[config.mk]
export PLATFORM = sky130hd
export DESIGN_NAME = booth_seq_ctrl
export DESIGN_NICKNAME = d
export VERILOG_FILES = /design/src/rtl/booth_seq_ctrl.sv
export SDC_FILE = /design/constraint.sdc
export NUM_CORES = 1
export LEC_CHECK = 0
export CAP_MARGIN = 20
export CELL_PAD_IN_SITES_DETAIL_PLACEMENT = 1
export CELL_PAD_IN_SITES_GLOBAL_PLACEMENT = 1
export CORE_AREA = 5 5 42 44
export DETAILED_ROUTE_END_ITERATION = 16
export DIE_AREA = 0 0 47 49
export DONT_BUFFER_PORTS = 1
export GPL_TIMING_DRIVEN = 0
export HOLD_SLACK_MARGIN = 0.08
export MAX_ROUTING_LAYER = met4
export PLACE_DENSITY = 0.67
export SYNTH_ARGS = -nofsm -noshare
export SYNTH_HDL_FRONTEND = slang
export SYNTH_SLANG_ARGS = --single-unit
[constraint.sdc]
create_clock -name clk -period 3.2 [get_ports clk]
set_clock_uncertainty 0.05 [all_clocks]
set_input_delay 0.32 -clock clk [delete_from_list [all_inputs] [get_ports clk]]
set_output_delay 0.32 -clock clk [all_outputs]
set_load 0.03 [all_outputs]
[src/rtl/booth_seq_ctrl.sv]
// Control FSM for a radix-2 Booth sequential multiplier.
// Sequences load, add/sub and arithmetic-shift strobes for an external datapath
// (accumulator, multiplier shift register, Q(-1) flop) and reports busy/done.
module booth_seq_ctrl #(
  parameter int N     = 4,  // operand width = number of Booth iterations (N >= 2)
  parameter int CNT_W = 3   // iteration counter width, 2**CNT_W > N
) (
  input  logic             clk,
  input  logic             rst,
  input  logic             start,
  input  logic             abort,
  input  logic             q0,
  input  logic             q_m1,
  output logic             load_o,
  output logic             clr_acc_o,
  output logic             add_o,
  output logic             sub_o,
  output logic             shift_o,
  output logic             busy,
  output logic             done,
  output logic [CNT_W-1:0] iter_cnt
);

  typedef enum logic [2:0] {
    S_IDLE  = 3'd0,
    S_LOAD  = 3'd1,
    S_EVAL  = 3'd2,
    S_ADD   = 3'd3,
    S_SUB   = 3'd4,
    S_SHIFT = 3'd5,
    S_DONE  = 3'd6
  } state_t;

  state_t           state;
  state_t           state_nxt;
  logic [CNT_W-1:0] cnt_nxt;

  // State and iteration counter registers; rst clears both asynchronously.
  always_ff @(posedge clk or posedge rst) begin
    if (rst) begin
      state    <= S_IDLE;
      iter_cnt <= '0;
    end else begin
      // NOTE: non-blocking assignments so every register samples pre-edge values.
      state    <= state_nxt;
      iter_cnt <= cnt_nxt;
    end
  end

  // Next-state and next-count logic; abort overrides every transition.
  always_comb begin
    // NOTE: defaults first so no path leaves a variable unassigned (no latches).
    state_nxt = state;
    cnt_nxt   = iter_cnt;
    unique case (state)
      S_IDLE: begin
        if (start) state_nxt = S_LOAD;
      end
      S_LOAD: begin
        cnt_nxt   = CNT_W'(N);
        state_nxt = S_EVAL;
      end
      S_EVAL: begin
        // Booth recoding: 01 adds the multiplicand, 10 subtracts it,
        // 00/11 go straight to the shift.
        unique case ({q0, q_m1})
          2'b01:   state_nxt = S_ADD;
          2'b10:   state_nxt = S_SUB;
          default: state_nxt = S_SHIFT;
        endcase
      end
      S_ADD:   state_nxt = S_SHIFT;
      S_SUB:   state_nxt = S_SHIFT;
      S_SHIFT: begin
        // The last shift always leaves for DONE, so the counter never wraps.
        cnt_nxt   = iter_cnt - CNT_W'(1);
        state_nxt = (iter_cnt == CNT_W'(1)) ? S_DONE : S_EVAL;
      end
      S_DONE: begin
        cnt_nxt   = '0;
        state_nxt = S_IDLE;
      end
      default: begin
        cnt_nxt   = '0;
        state_nxt = S_IDLE;
      end
    endcase
    if (abort) begin
      state_nxt = S_IDLE;
      cnt_nxt   = '0;
    end
  end

  // Moore output decode from the registered state only.
  always_comb begin
    load_o    = 1'b0;
    clr_acc_o = 1'b0;
    add_o     = 1'b0;
    sub_o     = 1'b0;
    shift_o   = 1'b0;
    done      = 1'b0;
    busy      = (state != S_IDLE);
    unique case (state)
      S_LOAD: begin
        load_o    = 1'b1;
        clr_acc_o = 1'b1;
      end
      S_ADD:   add_o   = 1'b1;
      S_SUB:   sub_o   = 1'b1;
      S_SHIFT: shift_o = 1'b1;
      S_DONE:  done    = 1'b1;
      default: ;
    endcase
  end

endmodule

==> metrics.md <==
| Metric | Value |
|---|---|
| Outcome | finished, final reports clean |
| Crit path DAT | 1.74 ns |
| Die width | 47 µm |
| Worst stage delay on the critical path | 0.49 ns |
| Final setup violation count | 0 |
| Synth top area cells | dfrtp_1 34%, ha_1 5.7%, a21oi_1 3.4%, buf_4 3.4%, inv_1 3.4% |
| Seq cells post-synth | 6 |
| Mapped cell area | 440 µm² |
| Fin crit share | 0.659 |
| Most frequent cells in the layout | 6 x dfrtp_1, 4 x inv_1, 4 x nor2_1 |
| Power Dens Cells | 467 nW/µm² |
| Slew Viols, Final | 0 |
| ANT nets after route | 0 |
| PortBufs | 0 |
| Clk_lat worst skew | 0.25 ns |
| Worst Setup Path Type | reg -> out |
| PnR Total Power | 235 µW |
| Final WL | 1130 µm |
| Post-Syn Nets | 58 |
| Initial antenna violation count | 0 |
| Cell row count | 14 |
| Slew margin rel. | 0.360 |
| Clock sinks | 6 |
| Most common cell after layout, fill and taps aside | dfrtp_1 |
| Number of global-route vias before repair | 407 |
| Chip height | 49 µm |
| Compound-Gate Fraction of Synth Area | 0.170 |
| Avg Vias per Cell | 5.49 |
| Crit-path cells | or2b_1 -> nor2_1 -> buf_4 |
| Gr ovfl total | 0 |
| Core area | 1400 µm² |
| Total number of vias | 390 |
| Maximum vdd drop | 0.156 mV |
| YS warnings | 0 |
| Fmax | 474 MHz |
| Routed wire per std cell | 15.9 µm |
| First-pass GRT wire length | 1850 µm |
| Post-synth top area cell | dfrtp_1 |
| Dpl hpwl | 821 µm |
| Setup Fix Bufs, Post-CTS | 0 |
| TritonCTS buffer count | 3 |
| Antenna diodes | 0 |
| # nets final | 65 |
| Bufs on Longest Clock Path | 2 |
| Drt first pass iters | 2 |
| Top-area cell type share of the netlist area | 0.341 |
| Critical Path Source Type | register |
| Drt drc | 0 |
| Xor-xnor portion of the synthesized cell area | 0.0199 |
| Hold WC Path Type | in -> reg |
| Filler instances | 179 |
| Critical path fanouts, max | 6 |
| Clock tree root driver cell | clkbuf_4 |
| Max cap viols | 0 |
| GRT Total Usage | 0.117 |
| Max stage delay cell, worst path | nor2_1 |
| Sequential cell area | 150 µm² |
| Syn Area/Cell | 8.81 µm² |
| Crit path time final | 2.11 ns |
| Largest family of logic cells by synthesized area | simple AND/OR/NAND/NOR gates |
| Syn Inst Count | 50 |
| Area of the multi-input gates | 244 µm² |
| Crit. End Element | primary output |
| Routability cong. | 0.773 |
| Initial Utilization | 0.314 |
| Final core utilization | 0.359 |
| Adder-Cell Fraction of Synth Area | 0.0568 |
| Final Hold Fails | 0 |
| CTS tree | built |
| Clock transition at the registers of the reported paths | 0.05 ns |
| Layout area overhead | 14.2% |
| Yosys cell types | 28 |
| Register area share after synthesis | 0.341 |
| Req. time, crit path | 2.83 ns |
| Worst Max-Slew Pin Slew | 0.957 ns |
| DRT iter0 DRCs | 11 |
| Die ar. | 2300 µm² |
| IO Pins | 16 |
| Setup TNS | 0 ns |
| LEAKAGE | 0.222 nW |
| Fraction of layout cells with a size suffix above 1 | 0.200 |
| Post-synthesis mux area share | 0 |
| H-tree Lvls | 1 |
| RSZ-0062 raised after global routing | false |
| Synth Area in Simple Gates | 0.307 |
| Largest net degree at the start of global routing | 11 |
## through the flow
step,cell area (µm²),cells,worst slack (ns),hold WS (ns)
floorplan,440,50,1.46,0.0610
global placement,460,66,1.35,0.101
detailed placement,460,66,1.34,0.109
CTS,503,71,1.07,0.168
global route,503,71,1.03,0.166
finish,503,71,1.09,0.168
## flip-flops by register name, indices dropped and copies added (netlist names)
name and cells:
state 3, iter_cnt 3
## power breakdown
| group | switching (mW) | internal [mW] |
|---|---|---|
| combinational | 0.0463 | 0.0229 |
| sequential | 0.00996 | 0.0817 |
| clock | 0.0312 | 0.0427 |
## kinds of logic after synthesis
group / count (synthesis)
XOR/XNOR: 1
adder cells (fa/ha/maj): 2
buffers and inverters: 8
flip-flops: 6
AND/OR/NAND/NOR: 22
AO/OA/AOI/OAI: 11
## layout make-up
cell class,instances,area share
Multi-Input combinational cell,36,0.485
Tap cell,16,0.0398
Clock buffer,3,0.0448
Sequential cell,6,0.299
Buffer,4,0.0622
Inverter,4,0.0299
Timing Repair Buffer,2,0.0398
## repair_timing
action / in CTS / in global routing
hold endpoints to repair: 9 / 0
endpoints found under the setup margin: 0 / 0
hold buffers: 2 / 0
resized for setup: 0 / 0
## layer usage
| metal | up-vias | global-route usage | wire length, µm |
|---|---|---|---|
| met5 | - | - | 0 |
| met1 | 192 | 0.134 | 489 |
| met4 | 0 | 0.0829 | 37 |
| met3 | 5 | 0.0295 | 66 |
| li1 | 182 | - | - |
| met2 | 11 | 0.170 | 535 |
## worst paths after layout
check / slack, ns / cells past startpoint / end / from
worst max-delay path: 1.09 / 3 / load_o / state[1]$_DFFE_PP0P_
worst min-delay path: 0.17 / 2 / iter_cnt[2]$_DFFE_PP0P_ / abort
worst max register to register: 1.61 / 4 / iter_cnt[1]$_DFFE_PP0P_ / iter_cnt[0]$_DFFE_PP0P_
worst min register to register: 0.61 / 2 / iter_cnt[1]$_DFFE_PP0P_ / state[1]$_DFFE_PP0P_
max in group asynchronous: 2.48 / 2 / iter_cnt[2]$_DFFE_PP0P_ / rst
min in group asynchronous: 0.40 / 2 / state[0]$_DFFE_PP0P_ / rst
## critical path: cells and delay by family (launching register included)
kind	cells	cell delay, ns
buf+inv	1	0.27
flops	1	0.42
simple gates	2	0.80
## Yosys cell counts
cell and number:
a221oi_1 1, inv_1 4, a21oi_1 3, nor3_1 2, a21boi_0 1, ha_1 2
nor3b_2 1, nand2_1 3, buf_4 2, nand3_1 1, o21ai_1 1, buf_6 1
nor2_1 4, and4bb_2 1, dfrtp_1 6, or2b_1 1, and3_1 2, nand2b_1 1
nor3b_1 2, a21oi_2 1, a41o_2 1, or3_1 1, o21ai_0 2, buf_2 1
nor2b_1 2, or3b_1 1, xor2_1 1, o31a_1 1
No activity file was read; power rests on OpenSTA's default activity.
